[src/rtl/filter_post.sv]
// Output stage behind the filter core: decimate, round, shift and saturate the
// 32-bit unsigned filter result, then buffer it in a small FWFT FIFO with a
// valid/ready handshake toward the consumer. Sticky flags report saturation and
// samples lost to a full FIFO.
module filter_post #(
    parameter int unsigned DECIM = 4,
    parameter int unsigned SHIFT = 8,
    parameter int unsigned OUT_W = 16,
    parameter int unsigned DEPTH = 4
) (
    input  logic                     clk,
    input  logic                     reset,
    input  logic [31:0]              din,
    input  logic                     din_valid,
    output logic [OUT_W-1:0]         dout,
    output logic                     dout_valid,
    input  logic                     dout_ready,
    output logic [$clog2(DEPTH):0]   fifo_level,
    output logic                     sat_flag,
    output logic                     drop_flag,
    input  logic                     clr_flags
);

    localparam int unsigned CNT_W = (DECIM > 1) ? $clog2(DECIM) : 1;
    localparam int unsigned AW    = $clog2(DEPTH);
    localparam int unsigned LW    = AW + 1;

    localparam logic [CNT_W-1:0] CNT_LAST = CNT_W'(DECIM - 1);
    localparam logic [LW-1:0]    LVL_FULL = LW'(DEPTH);
    // Half an output LSB, so the shift rounds to nearest instead of truncating.
    localparam logic [32:0]      RND      = (SHIFT == 0) ? 33'd0 : (33'd1 << (SHIFT - 1));

    // ------------------------------------------------------------------
    // Decimation counter
    // ------------------------------------------------------------------
    logic [CNT_W-1:0] cnt_q, cnt_d;
    logic             keep;

    // Count valid inputs and flag the last one of every DECIM as kept.
    always_comb begin
        cnt_d = cnt_q;
        keep  = 1'b0;
        if (din_valid) begin
            if (cnt_q == CNT_LAST) begin
                cnt_d = '0;
                keep  = 1'b1;
            end else begin
                cnt_d = cnt_q + 1'b1;
            end
        end
    end

    // Decimation counter register.
    always_ff @(posedge clk or negedge reset) begin
        if (!reset) begin
            cnt_q <= '0;
        end else begin
            cnt_q <= cnt_d;
        end
    end

    // ------------------------------------------------------------------
    // Stage 1: round and shift (33-bit so the rounding add never wraps)
    // ------------------------------------------------------------------
    logic [32:0] rnd_sum;
    logic [32:0] shifted;
    logic [32:0] s1_q, s1_d;
    logic        s1_valid_q;

    // Rounding add and shift of the incoming sample.
    always_comb begin
        rnd_sum = {1'b0, din} + RND;
        shifted = rnd_sum >> SHIFT;
        s1_d    = keep ? shifted : s1_q;
    end

    // Stage 1 register; data only loads on a kept sample.
    always_ff @(posedge clk or negedge reset) begin
        if (!reset) begin
            s1_q       <= '0;
            s1_valid_q <= 1'b0;
        end else begin
            s1_q       <= s1_d;
            s1_valid_q <= keep;
        end
    end

    // ------------------------------------------------------------------
    // Stage 2: saturate to OUT_W bits
    // ------------------------------------------------------------------
    logic             s1_sat;
    logic [OUT_W-1:0] s1_clip;
    logic [OUT_W-1:0] s2_q, s2_d;
    logic             s2_valid_q;
    logic             sat_evt;

    // Anything above bit OUT_W-1 means the value does not fit.
    always_comb begin
        s1_sat  = |s1_q[32:OUT_W];
        s1_clip = s1_sat ? {OUT_W{1'b1}} : s1_q[OUT_W-1:0];
        s2_d    = s1_valid_q ? s1_clip : s2_q;
        sat_evt = s1_valid_q & s1_sat;
    end

    // Stage 2 register feeding the FIFO write port.
    always_ff @(posedge clk or negedge reset) begin
        if (!reset) begin
            s2_q       <= '0;
            s2_valid_q <= 1'b0;
        end else begin
            s2_q       <= s2_d;
            s2_valid_q <= s1_valid_q;
        end
    end

    // ------------------------------------------------------------------
    // FWFT output FIFO
    // ------------------------------------------------------------------
    logic [OUT_W-1:0] mem_q [DEPTH];
    logic [AW-1:0]    wr_ptr_q, wr_ptr_d;
    logic [AW-1:0]    rd_ptr_q, rd_ptr_d;
    logic [AW-1:0]    rd_next;
    logic [LW-1:0]    level_q, level_d;
    logic [OUT_W-1:0] head_q, head_d;
    logic             fifo_full;
    logic             fifo_empty;
    logic             pop;
    logic             push;
    logic             drop_evt;

    // Handshake decode; a full FIFO still accepts a write when it pops on the same edge.
    always_comb begin
        fifo_full  = (level_q == LVL_FULL);
        fifo_empty = (level_q == '0);
        pop        = ~fifo_empty & dout_ready;
        push       = s2_valid_q & (~fifo_full | pop);
        drop_evt   = s2_valid_q & fifo_full & ~pop;
        rd_next    = rd_ptr_q + 1'b1;
    end

    // Pointer, level and head-of-queue next state.
    always_comb begin
        wr_ptr_d = push ? (wr_ptr_q + 1'b1) : wr_ptr_q;
        rd_ptr_d = pop ? rd_next : rd_ptr_q;

        level_d = level_q;
        case ({push, pop})
            2'b10:   level_d = level_q + 1'b1;
            2'b01:   level_d = level_q - 1'b1;
            default: level_d = level_q;
        endcase

        // The head register keeps dout stable, including while the FIFO is empty.
        head_d = head_q;
        if (pop) begin
            if (level_q > LW'(1)) begin
                head_d = mem_q[rd_next];
            end else if (push) begin
                head_d = s2_q;
            end
        end else if (push && fifo_empty) begin
            head_d = s2_q;
        end
    end

    // FIFO storage; cleared on reset so stale data never reaches dout.
    always_ff @(posedge clk or negedge reset) begin
        if (!reset) begin
            for (int i = 0; i < int'(DEPTH); i++) begin
                mem_q[i] <= '0;
            end
        end else if (push) begin
            mem_q[wr_ptr_q] <= s2_q;
        end
    end

    // FIFO control state and head register.
    always_ff @(posedge clk or negedge reset) begin
        if (!reset) begin
            wr_ptr_q <= '0;
            rd_ptr_q <= '0;
            level_q  <= '0;
            head_q   <= '0;
        end else begin
            wr_ptr_q <= wr_ptr_d;
            rd_ptr_q <= rd_ptr_d;
            level_q  <= level_d;
            head_q   <= head_d;
        end
    end

    // ------------------------------------------------------------------
    // Sticky flags
    // ------------------------------------------------------------------
    logic sat_q, sat_d;
    logic drop_q, drop_d;

    // A new event in the same cycle as clr_flags keeps the flag set.
    always_comb begin
        sat_d  = sat_evt | (sat_q & ~clr_flags);
        drop_d = drop_evt | (drop_q & ~clr_flags);
    end

    // Flag registers.
    always_ff @(posedge clk or negedge reset) begin
        if (!reset) begin
            sat_q  <= 1'b0;
            drop_q <= 1'b0;
        end else begin
            sat_q  <= sat_d;
            drop_q <= drop_d;
        end
    end

    assign dout       = head_q;
    assign dout_valid = ~fifo_empty;
    assign fifo_level = level_q;
    assign sat_flag   = sat_q;
    assign drop_flag  = drop_q;

endmodule

[config.mk]
export PLATFORM = sky130hd
export DESIGN_NAME = filter_post
export DESIGN_NICKNAME = d
export VERILOG_FILES = /design/src/rtl/filter_post.sv
export SDC_FILE = /design/constraint.sdc
export NUM_CORES = 1
export LEC_CHECK = 0
export BUFFER_PORTS_ARGS = -buffer_cell sky130_fd_sc_hd__buf_2
export CORE_ASPECT_RATIO = 2
export CORE_MARGIN = 2
export CORE_UTILIZATION = 40
export DETAILED_ROUTE_END_ITERATION = 8
export GPL_ROUTABILITY_DRIVEN = 1
export MAX_ROUTING_LAYER = met4
export SLEW_MARGIN = 20
export SYNTH_ARGS = -nofsm -noshare
export SYNTH_HDL_FRONTEND = slang
export SYNTH_SLANG_ARGS = --single-unit
[constraint.sdc]
create_clock -name clk -period 3 [get_ports clk]
set_input_delay 0.15 -clock clk [delete_from_list [all_inputs] [get_ports clk]]
set_output_delay 0.15 -clock clk [all_outputs]
set_load 0.02 [all_outputs]
# == Word-level counts from Yosys, hierarchy flattened ==
# Cells that the tools add are included.
# word_totals
reg_bits,134
in_bits,37
out_inout_bits,22
word_cells,68
# op_classes
n_addsub,6
n_lt_le_gt_ge,4
n_eq_ne,5
n_mux,15
bitwise_logic,16
n_reduce_logical,7
# op_table
op,count
2-to-1 mux 16 bit,8
bitwise mux 64 bit,1
"adder 32 x 8 -> 33 bit, second input constant",1
binary-select mux 16 bit (select 2 bit),1
demux 16 bit (select 2 bit),1
OR reduction 9 bit,1
bitwise AND 1 bit,7
"adder 2 x 1 -> 2 bit, second input constant",3
">= comparator 3 bit, second input constant",2
NOT 2 -> 3 bit,2
one-hot mux 3 bit (2 select lines),1
"== test 2 bit, second input constant",2
NOT 1 bit,4
nonzero test 2 bit,2
"adder 3 x 1 -> 3 bit, second input constant",1
"== test 3 bit, second input constant",1
"> comparator 3 x 1 -> 1 bit, second input constant",1
zero test 3 bit,1
"< comparator 3 x 1 -> 1 bit, second input constant",1
"inequality test 3 x 1 -> 1 bit, second input constant",1
OR 1 bit,3
"subtractor 3 x 1 -> 3 bit, second input constant",1
"== test 2 x 1 -> 1 bit, second input constant",1
logical AND 1 bit,2
3 further kinds,4

# == Longest topological paths before layout ==
# Gate-level depths: netlist (run 1).
# depth
word_depth,8
depth_mapped,9
ltp_nobuf,8

# == Worst setup path before layout (run 1) ==
# No wires, ideal clock.
# synth_path
path_kind,register -> register
start,register level_q[0] (netlist: fifo_level[0])
end,register head_q[0] (netlist: dout[0])
setup_time_ps,125
t_arrival_ps,2569
t_required_ps,2875
slack_ps,306
path_stages_with_launch,10
n_path_buf,1
synth_period_minus_slack_ps,2694
path_cell_list,dfrtp_1 inv_1 ha_1 nand2b_1 and2_1 ha_1 a22o_1 nand2_1 clkbuf_1 mux2_2
# synth_between
elab_chain_cells,8
elab_cells_between_ends,14
cone_classes,1 x order compare; 2 x eq/ne; 2 x mux; 5 x bitwise; 4 x reduce/logical
# synth_rtl
element,line,rtl
from (decl),123,"logic [LW-1:0] level_q, level_d;"
from (signal assigned),187,level_q <= level_d;
zero test 3 bit *,134,fifo_empty = (level_q == '0);
NOT 1 bit *,--,
named net dout_valid,16,"output logic dout_valid,"
bitwise AND 1 bit *,135,pop = ~fifo_empty & dout_ready;
OR 1 bit,136,push = s2_valid_q & (~fifo_full | pop);
bitwise AND 1 bit,136,
logical AND 1 bit,161,end else if (push && fifo_empty) begin
nonzero test 2 bit (no source line),--,
AND reduction 2 bit (no source line),--,
to (signal assigned),183,head_q <= '0;
to (signal assigned),188,head_q <= head_d;
to (decl),124,"logic [OUT_W-1:0] head_q, head_d;"
# The timed path passes the listed nets; every way through them passes the cells marked *.
# A chain may end at the register's enable or synchronous reset.

# == Worst setup path in the final report (run 1) ==
# layout_path
start,register level_q[0] (netlist: fifo_level[0])
end,register head_q[14] (netlist: dout[14])
# layout_between
elab_chain_cells,8
elab_cells_between_ends,14
cone_classes,1 x order compare; 2 x eq/ne; 2 x mux; 5 x bitwise; 4 x reduce/logical
# layout_rtl
element,line
zero test 3 bit,134
NOT 1 bit,135
bitwise AND 1 bit,135
OR 1 bit,136
bitwise AND 1 bit,136
logical AND 1 bit,161
nonzero test 2 bit (no source line),--
AND reduction 2 bit (no source line),--
# Parallel ways exist; a longest one is shown, timed or not.

==> results of run 1 <==
report_power, final:
part	internal, mW	leakage, nW	switching, mW
logic	1.55	1.26	1.28
registers	2.69	1.58	0.572
clock network	1.48	0.314	0.777
total	5.73	3.16	2.63
critical path, stage by stage (launching register included):
cell	delay (ps)
sky130_fd_sc_hd__dfrtp_1	450
sky130_fd_sc_hd__inv_1	100
sky130_fd_sc_hd__ha_1	270
sky130_fd_sc_hd__a21boi_2	350
sky130_fd_sc_hd__inv_1	90
sky130_fd_sc_hd__ha_1	260
sky130_fd_sc_hd__a22o_1	220
sky130_fd_sc_hd__nand2_1	60
sky130_fd_sc_hd__buf_4	260
sky130_fd_sc_hd__mux2_2	370
per-layer routing:
layer  track usage  wire [um]  up-vias  share of wire
li1              -          -     1845              -
met1         0.193       5240     1969           0.42
met2         0.292       6910       65           0.55
met3        0.0364        293        9          0.023
met4        0.0579        171        0          0.014
met5             -          0        -              0
what timing repair did:
action | CTS | global route
endpoints found under the hold margin | 135 | 0
hold buffers | 2 | 0
setup buffers | 0 | 0
layout make-up:
class / instances / area, um^2 / area share
Sequential cell: 134 / 3350 / 0.453
Multi-Input combinational cell: 308 / 2710 / 0.366
Clock buffer: 17 / 425 / 0.0575
Timing Repair Buffer: 65 / 380 / 0.0514
Tap cell: 198 / 248 / 0.0335
Clock inverter: 15 / 228 / 0.0308
Inverter: 14 / 52.6 / 0.00711
worst paths after layout:
path                       cells after the start          start       end  slack (ps)
hold reg to reg                                2        s1_q[1]   s1_q[1]         480
min in group asynchronous                      3          reset  dout[15]         360
setup / recovery                               9  fifo_level[0]  dout[14]         450
hold / removal                                 3        din[30]  s1_q[24]          30
setup reg to reg                               9  fifo_level[0]  dout[14]         450
max in group asynchronous                      3          reset  dout[14]        2060
layout by cell type (no fill, tap or decap), types with 3 or more instances in the layout:
cell type                   instances
sky130_fd_sc_hd__mux2i_1           17
sky130_fd_sc_hd__inv_1             13
sky130_fd_sc_hd__buf_4             12
sky130_fd_sc_hd__dfrtp_1          134
sky130_fd_sc_hd__nand2_1           49
sky130_fd_sc_hd__clkinv_4           4
sky130_fd_sc_hd__a31oi_1           11
sky130_fd_sc_hd__o21ai_0           20
sky130_fd_sc_hd__nand3_1            8
sky130_fd_sc_hd__bufinv_16          5
sky130_fd_sc_hd__xnor2_1           13
sky130_fd_sc_hd__clkbuf_16         17
sky130_fd_sc_hd__or4_1              6
sky130_fd_sc_hd__mux2_2            98
sky130_fd_sc_hd__nand4_1            4
sky130_fd_sc_hd__or3_1              6
sky130_fd_sc_hd__ha_1              11
sky130_fd_sc_hd__mux4_2            16
sky130_fd_sc_hd__nor2_1            16
sky130_fd_sc_hd__nor3_1             3
sky130_fd_sc_hd__o31ai_1            6
sky130_fd_sc_hd__buf_2             50
sky130_fd_sc_hd__xor2_1             4
cell usage after synthesis (3+ instances only):
cell type                  instances  area (um^2)
sky130_fd_sc_hd__a31oi_1          11         68.8
sky130_fd_sc_hd__buf_2             7         35.0
sky130_fd_sc_hd__clkbuf_1         11         41.3
sky130_fd_sc_hd__dfrtp_1         134         3350
sky130_fd_sc_hd__ha_1             11          138
sky130_fd_sc_hd__inv_1            13         48.8
sky130_fd_sc_hd__mux2_2           98         1100
sky130_fd_sc_hd__mux2i_1          17          170
sky130_fd_sc_hd__mux4_2           16          360
sky130_fd_sc_hd__nand2_1          49          184
sky130_fd_sc_hd__nand3_1           8         40.0
sky130_fd_sc_hd__nand4_1           4         25.0
sky130_fd_sc_hd__nor2_1           16         60.1
sky130_fd_sc_hd__nor3_1            3         15.0
sky130_fd_sc_hd__o21ai_0          20          100
sky130_fd_sc_hd__o31ai_1           6         45.0
sky130_fd_sc_hd__or3_1             6         37.5
sky130_fd_sc_hd__or4_1             6         45.0
sky130_fd_sc_hd__xnor2_1          13          114
sky130_fd_sc_hd__xor2_1            4         35.0
state kept, by name, indices dropped and copies added, names as in the netlist, 2 cells and up:
register	flops
mem_q	64
s1_q	25
dout	16
s2_q	16
fifo_level	3
cnt_q	2
rd_ptr_q	2
wr_ptr_q	2
cells by family (layout without fill, tap and decap cells):
kind of cell	count (synthesis)	after routing	share of synthesized area
compound gates	44	44	0.0451
xor+xnor	17	17	0.0240
fa+ha+maj	11	11	0.0222
buf+inv	34	111	0.0244
flops	134	134	0.540
mux	131	131	0.263
simple gates	105	105	0.0818
through the flow:
| step | power, mW | cells | utilization |
|---|---|---|---|
| floorplan | 5.30 | 476 | - |
| global placement | 5.98 | 717 | 0.442 |
| detailed placement | 6.17 | 717 | 0.442 |
| CTS | 8.47 | 751 | 0.486 |
| global route | 8.89 | 751 | 0.486 |
| finish | 8.35 | 751 | 0.486 |
==> reports/summary.log, run 1 <==
[status] run status finished clean
[place] Post-Place Cell Area 6720 um^2
[pwr] maximum vdd drop 0.000543 V
[timing] Worst Slack Setup Final 447 ps
[die] Boundary Pins 59
[clocking] cts bufs inserted 17
[finish] Layout Area Growth over Synthesis 19.0%
[grt] number of global-route vias before repair 4,092
[die] chip width 92.1 um
[timing] final max-slew violation count 0
[timing] Hold Slack 25.9 ps
[drt] number of nets with antenna violations after detailed routing 0
[run] number of violations of the max-capacitance limit 0
[yosys] Primary FF master, synth sky130_fd_sc_hd__dfrtp_1
[drt] post-detailed-route via-to-cell ratio 5.18
[clocking] cell at the root of the clock tree sky130_fd_sc_hd__clkbuf_16
[timing] worst-case clock skew 9.42 ps
[clocking] number of gates given a new drive strength after cts 0
[drt] routed length per placed instance 16.8 um
[timing] transition time of the tightest slew-check pin 739 ps
[grt] first-pass GRT wire length 21.1 mm
[timing] part of the cycle the worst path needs 0.851
[setup_path] CP Class reg -> reg
[clocking] clock-pin slew on the worst setup and hold paths 60 ps
[yosys] proportion of register bits with asynchronous set or reset after synthesis 1.00
[place] final estimated routing congestion in global placement 0.802
[yosys] Syn Nets 524
[clocking] number of H-tree levels 4
[die] die footprint 16,600 um^2
[timing] Max Fclk 392 MHz
[drt] DRC errors left 0
[timing] final worst path period need 2550 ps
[finish] layout filler cell count 1,397
[die] standard-cell rows 64
[yosys] Netlist Area Pre-Place 6210 um^2
[worst_hold_path] kind of path behind the tightest hold check in -> reg
[drt] number of iterations in the first detailed-routing pass 4
[grt] initial antenna violation count 0
[finish] Non-Filler Cell Area, Final 7400 um^2
[drt] final WL 12.6 mm
[grt] aggregate global routing overflow 0
[timing] total of endpoints with negative setup slack in the final report 0
[clocking] clk buf depth 2
[clocking] clock latency on the worst-skew pair 410 ps
[grt] largest net degree at the start of global routing 135
[timing] count of endpoints failing hold in the final timing report 0
[yosys] register bit total from synthesis 134
[timing] Sum Neg Setup Slack 0 ps
[drt] total via count after detailed routing 3,888
[finish] share of layout cells above drive strength 1 0.387
[yosys] share of synthesized area occupied by flip-flops and latches 0.540
[yosys] number of instances in the synthesized netlist 476
[place] setup slack after placement 428 ps
[setup_path] startpoint type of the worst setup path flop
[yosys] number of synthesized flops with an enable pin 0
[setup_path] Data required, critical path 3290 ps
[setup_path] worst-path maximum fanout 16
[drt] initial DRC count 182
[die] Die Span Y 180 um
[grt] total global routing track utilization 0.169
[setup_path] arrival time of data at the critical path endpoint 2840 ps
[clocking] count of clock tree sinks 134
[yosys] synthesis warning total 0
[place] PortBufs 51
[yosys] Cell variety after synth 38
[timing] RSZ-0062 raised after global routing no
[yosys] mean instance size in the synthesized netlist 13.1 um^2
[setup_path] CP endpoint kind flop
[timing] Relative slew margins 0.507
[place] HPWL after detailed placement 8.59 mm
[pwr] pwr dens 1130 nW/um^2
[finish] total number of nets in the final design 588
[pwr] Leakage 3.16 nW
[clocking] CTS tree yes
[die] placeable core region 15,200 um^2
[finish] number of diodes 0
[die] initial core utilization 0.408
Note: power is estimated with default switching activity, not from simulation.
==> run 2, diff against run 1 <==
--- a/config.mk
+++ b/config.mk
@@ -12,6 +12,7 @@
 export DETAILED_ROUTE_END_ITERATION = 8
 export GPL_ROUTABILITY_DRIVEN = 1
 export MAX_ROUTING_LAYER = met4
+export SETUP_SLACK_MARGIN = 0.4
 export SLEW_MARGIN = 20
 export SYNTH_ARGS = -nofsm -noshare
 export SYNTH_HDL_FRONTEND = slang
==> constraint.sdc (replaced) <==
create_clock -name clk -period 3 [get_ports clk]
set_input_delay 0.3 -clock clk [delete_from_list [all_inputs] [get_ports clk]]
set_output_delay 0.3 -clock clk [all_outputs]
set_load 0.02 [all_outputs]
==> run 2 against run 1 <==
Compared with the run above: final cell count rose by 0.27%; clock power is essentially flat; critical endpoint is now dout[13]; core utilization up 0.18 points.
==> reports/summary.log, run 2 (synthesis results as in run 1) <==
[grt] aggregate global routing overflow 0
[grt] initial antenna violation count 0
[timing] Sum Neg Setup Slack 0 ps
[pwr] Leakage 3.17 nW
[timing] Max Fclk 416 MHz
[drt] total via count after detailed routing 3,946
[timing] count of endpoints failing hold in the final timing report 0
[place] total instance count after detailed placement 717
[timing] total of endpoints with negative setup slack in the final report 0
[clocking] number of H-tree levels 4
[clocking] count of clock tree sinks 134
[timing] RSZ-0062 raised after global routing no
[timing] transition time of the tightest slew-check pin 629 ps
[setup_path] Data required, critical path 3290 ps
[timing] part of the cycle the worst path needs 0.802
[die] chip width 92.1 um
[die] initial core utilization 0.408
[drt] initial DRC count 154
[setup_path] number of cells on the worst reg-to-reg path 9
[setup_path] worst reg2reg path endpoint dout[13]
[setup_path] worst-path maximum fanout 16
[drt] DRC errors left 0
[run] number of violations of the max-capacitance limit 0
[drt] post-detailed-route via-to-cell ratio 5.24
[die] die footprint 16,600 um^2
[drt] final WL 12.7 mm
[worst_hold_path] kind of path behind the tightest hold check in -> reg
[setup_path] CP Capture Point dout[13]
[die] placeable core region 15,200 um^2
[place] final estimated routing congestion in global placement 0.781
[timing] worst-case clock skew 7.23 ps
[place] PortBufs 51
[finish] Layout Area Growth over Synthesis 19.5%
[setup_path] CP Class reg -> reg
[clocking] cell at the root of the clock tree sky130_fd_sc_hd__clkbuf_16
[setup_path] startpoint type of the worst setup path flop
[finish] number of diodes 0
[die] standard-cell rows 64
[finish] count of placed standard cells in the final layout, fillers left out 753
[setup_path] arrival time of data at the critical path endpoint 2690 ps
[setup_path] origin of the critical flop-to-flop path fifo_level[0]
[finish] share of layout cells above drive strength 1 0.389
[clocking] clock-pin slew on the worst setup and hold paths 60 ps
[pwr] maximum vdd drop 0.000496 V
[finish] leading cell type in the layout, fill and taps excluded sky130_fd_sc_hd__dfrtp_1
[grt] total global routing track utilization 0.169
[place] HPWL after detailed placement 8.72 mm
[clocking] cts bufs inserted 17
[drt] number of nets with antenna violations after detailed routing 0
[setup_path] startpoint of the worst setup timing path fifo_level[0]
[finish] layout filler cell count 1,380
[die] Boundary Pins 59
[timing] final max-slew violation count 0
[status] run status finished clean
[grt] largest net degree at the start of global routing 99
[clocking] CTS tree yes
[drt] routed length per placed instance 16.9 um
[setup_path] setup slack on the worst flop-to-flop path 590 ps
[setup_path] CP endpoint kind flop
[finish] register bank with the most flops mem_q
[finish] most used cells in the layout excluding fill and tap cells sky130_fd_sc_hd__dfrtp_1 (134), sky130_fd_sc_hd__mux2_2 (98), sky130_fd_sc_hd__buf_2 (50)
[timing] Relative slew margins 0.578
[timing] final worst path period need 2410 ps
[grt] first-pass GRT wire length 21.1 mm
[drt] number of iterations in the first detailed-routing pass 4
[grt] number of global-route vias before repair 4,148
[clocking] clk buf depth 2
[die] Die Span Y 180 um
[pwr] pwr dens 1130 nW/um^2
[finish] Largest regs mem_q: 64 flops, s1_q: 25 flops
[clocking] clock latency on the worst-skew pair 410 ps
[finish] flip-flop count of the largest register after layout 64
[finish] total number of nets in the final design 590
run 2: routing by layer:
layer	up-vias	global-route usage	wire [um]
met2	74	0.293	6790
li1	1852	-	-
met5	-	-	0
met4	0	0.0818	420
met3	21	0.0326	332
met1	1999	0.184	5190
run 2: stage by stage:
stage                     setup WS, ps  hold WS (ps)  instance area (um^2)  utilization  power, mW
after detailed placement           429           306                  6720        0.442       6.18
after global routing               425           106                  7420        0.488       8.93
after global placement             548           299                  6720        0.442       5.97
after floorplan                    434          4.41                  6210            -       5.30
final                              595          99.9                  7420        0.488       8.39
after CTS                          406          89.0                  7390        0.486       8.47
run 2: report_power, final:
group / total (mW) / internal (mW) / switching, mW
clock network: 2.27 / 1.52 / 0.752
registers: 3.27 / 2.69 / 0.574
logic: 2.85 / 1.57 / 1.28
run 2: final cells by class:
| type | instances | area (um^2) | share of cell area |
|---|---|---|---|
| Clock buffer | 20 | 457 | 0.0615 |
| Timing Repair Buffer | 67 | 397 | 0.0534 |
| Tap cell | 198 | 248 | 0.0334 |
| Sequential cell | 134 | 3350 | 0.452 |
| Clock inverter | 12 | 200 | 0.0270 |
| Multi-Input combinational cell | 308 | 2720 | 0.366 |
| Inverter | 14 | 52.6 | 0.00708 |
run 2: worst min-delay path by stage:
stage	cells past startpoint	from	slack (ps)	endpoint
4_1_cts	2	clr_flags	90	sat_flag
3_3_place_gp	1	reset	300	dout[0]
5_1_grt	2	clr_flags	110	sat_flag
2_1_floorplan	0	reset	4	cnt_q[0]
3_5_place_dp	1	reset	310	cnt_q[0]
6_report	2	clr_flags	100	sat_flag
run 2: timing repair:
action / in CTS / in global routing
gates resized for setup: 0 / 2
hold buffers: 1 / 0
setup buffers: 0 / 3
endpoints found under the setup margin: 0 / 16
endpoints found under the hold margin: 36 / 0
run 2: critical path: stages, from the launching register on:
cell and delay [ps]:
sky130_fd_sc_hd__dfrtp_1 440, sky130_fd_sc_hd__inv_1 110, sky130_fd_sc_hd__ha_1 280, sky130_fd_sc_hd__nand2b_1 90, sky130_fd_sc_hd__and2_1 210, sky130_fd_sc_hd__ha_1 250, sky130_fd_sc_hd__a22o_1 220, sky130_fd_sc_hd__nand2_1 90
sky130_fd_sc_hd__buf_6 210, sky130_fd_sc_hd__mux2_2 360
==> run 3, diff against run 2 <==
==> constraint.sdc (replaced) <==
create_clock -name clk -period 2.1 [get_ports clk]
set_input_delay 0.21 -clock clk [delete_from_list [all_inputs] [get_ports clk]]
set_output_delay 0.21 -clock clk [all_outputs]
set_load 0.02 [all_outputs]
==> run 3 against run 2 <==
Compared with the run above: final area rose by 9.0%; largest power group is now combinational logic; clock skew rose by 3.7 ps; non-clock buffer count rose by 30; critical path depth did not move; power rose by 57%.
==> reports/summary.log, run 3 (synthesis results as in run 1) <==
[status] run status finished clean
[timing] part of the cycle the worst path needs 0.968
[timing] worst-case clock skew 10.9 ps
[drt] total via count after detailed routing 4,039
[finish] leading cell type in the layout, fill and taps excluded sky130_fd_sc_hd__dfrtp_1
[pwr] pwr dens 1620 nW/um^2
[timing] final max-slew violation count 0
[grt] aggregate global routing overflow 0
[pwr] Leakage 3.57 nW
[finish] number of diodes 0
[finish] share of layout cells above drive strength 1 0.453
[place] HPWL after detailed placement 8.88 mm
[finish] register bank with the most flops mem_q
[timing] Relative slew margins 0.559
[drt] post-detailed-route via-to-cell ratio 5.16
[die] initial core utilization 0.408
[run] number of violations of the max-capacitance limit 0
[grt] initial antenna violation count 0
[timing] transition time of the tightest slew-check pin 662 ps
[pwr] Switching Power 4.09 mW
[drt] DRC errors left 0
[timing] Max Fclk 492 MHz
[place] Post-Place Cell Area 6980 um^2
[clocking] clock-pin slew on the worst setup and hold paths 60 ps
[grt] largest net degree at the start of global routing 49
[die] standard-cell rows 64
[timing] final worst path period need 2030 ps
[die] chip width 92.1 um
[pwr] Logic pwr share 0.415
[drt] routed length per placed instance 17.8 um
[place] PortBufs 51
[clocking] cts bufs inserted 17
[clocking] CTS tree yes
[grt] first-pass GRT wire length 22.2 mm
[pwr] sw frac 0.311
[pwr] Power Internal 9.06 mW
[finish] total number of nets in the final design 620
[setup_path] startpoint type of the worst setup path flop
[finish] count of placed standard cells in the final layout, fillers left out 783
[clocking] number of H-tree levels 4
[clocking] cell at the root of the clock tree sky130_fd_sc_hd__clkbuf_16
[timing] RSZ-0062 raised after global routing yes
[finish] Layout Area Growth over Synthesis 30.2%
[finish] Largest regs mem_q: 64 flops, s1_q: 25 flops
[clocking] clk buf depth 2
[worst_hold_path] kind of path behind the tightest hold check in -> reg
[place] total instance count after detailed placement 727
[pwr] Clk pwr share 0.228
[setup_path] CP Class reg -> reg
[finish] Non-Filler Cell Area, Final 8090 um^2
[die] die footprint 16,600 um^2
[setup_path] worst-path maximum fanout 7
[drt] number of iterations in the first detailed-routing pass 4
[pwr] fraction of power consumed by sequential logic 0.357
[clocking] count of clock tree sinks 134
[drt] initial DRC count 317
[pwr] maximum vdd drop 0.000733 V
[grt] number of global-route vias before repair 4,293
[finish] flip-flop count of the largest register after layout 64
[grt] total global routing track utilization 0.179
[setup_path] CP endpoint kind flop
[timing] count of endpoints failing hold in the final timing report 0
[drt] number of nets with antenna violations after detailed routing 0
[clocking] clock latency on the worst-skew pair 420 ps
[finish] most used cells in the layout excluding fill and tap cells sky130_fd_sc_hd__dfrtp_1 (131), sky130_fd_sc_hd__mux2_2 (70), sky130_fd_sc_hd__buf_2 (50)
[timing] total of endpoints with negative setup slack in the final report 0
[die] placeable core region 15,200 um^2
[setup_path] arrival time of data at the critical path endpoint 2330 ps
[drt] final WL 13.9 mm
[place] final estimated routing congestion in global placement 0.757
[die] Boundary Pins 59
[setup_path] Data required, critical path 2390 ps
[die] Die Span Y 180 um
[run 3: power groups by stage]
stage	clock network (mW)	registers [mW]	logic, mW
2_1_floorplan	0	4.67	3.03
3_3_place_gp	0	4.60	4.27
3_5_place_dp	0	4.72	4.40
4_1_cts	3.07	4.68	5.14
5_1_grt	3.19	4.87	5.92
6_report	3.00	4.69	5.46
[run 3: per-layer routing]
metal  GRT usage  wire (um)
met3      0.0402        406
met4      0.0687        310
met5           -          0
met2       0.320       8060
met1       0.189       5140
[run 3: repair_timing]
item,4_1_cts,5_1_grt
hold buffers,2,0
endpoints found under the setup margin,80,82
setup buffers,11,6
cloned,2,3
hold endpoints to repair,44,0
pin swaps,6,5
gates resized for setup,25,24
[run 3: worst max-delay path: stages, from the launching register on]
cell	delay (ps)
sky130_fd_sc_hd__dfrtp_2	420
sky130_fd_sc_hd__buf_6	130
sky130_fd_sc_hd__ha_4	140
sky130_fd_sc_hd__o21bai_4	180
sky130_fd_sc_hd__buf_4	140
sky130_fd_sc_hd__a22o_4	270
sky130_fd_sc_hd__nand2_8	80
sky130_fd_sc_hd__buf_12	110
sky130_fd_sc_hd__buf_12	120
sky130_fd_sc_hd__mux2_4	300
[run 3: final cells by class]
class	instances	area, um^2
inverter	14	55.1
multi-input combinational	308	2970
sequential	134	3360
clock inverter	9	125
fill	1330	7120
clock buffer	23	478
timing repair buffer	97	862
tap	198	248
[run 3: worst paths after layout]
check	slack, ps	depth (start not counted)	start	endpoint
setup / recovery	70	9	fifo_level[0]	dout[3]
hold / removal	80	3	din[30]	s1_q[24]
setup reg to reg	70	9	fifo_level[0]	dout[3]
hold reg to reg	480	2	s1_q[9]	s1_q[9]
max in group asynchronous	1070	3	reset	mem_q[60]
min in group asynchronous	360	2	reset	dout[8]
[run 3: per-stage QoR]
step                       util  setup TNS [ps]  setup WS [ps]  power (mW)  hold slack (ps)
after floorplan               -            -277          -27.7        7.70            -85.6
after global placement    0.459               0           56.5        8.87              266
after detailed placement  0.459               0           24.4        9.12              278
after CTS                 0.517               0           50.7        12.9             63.8
after global routing      0.532               0           25.0        14.0             87.5
final                     0.532               0           67.0        13.1             77.9
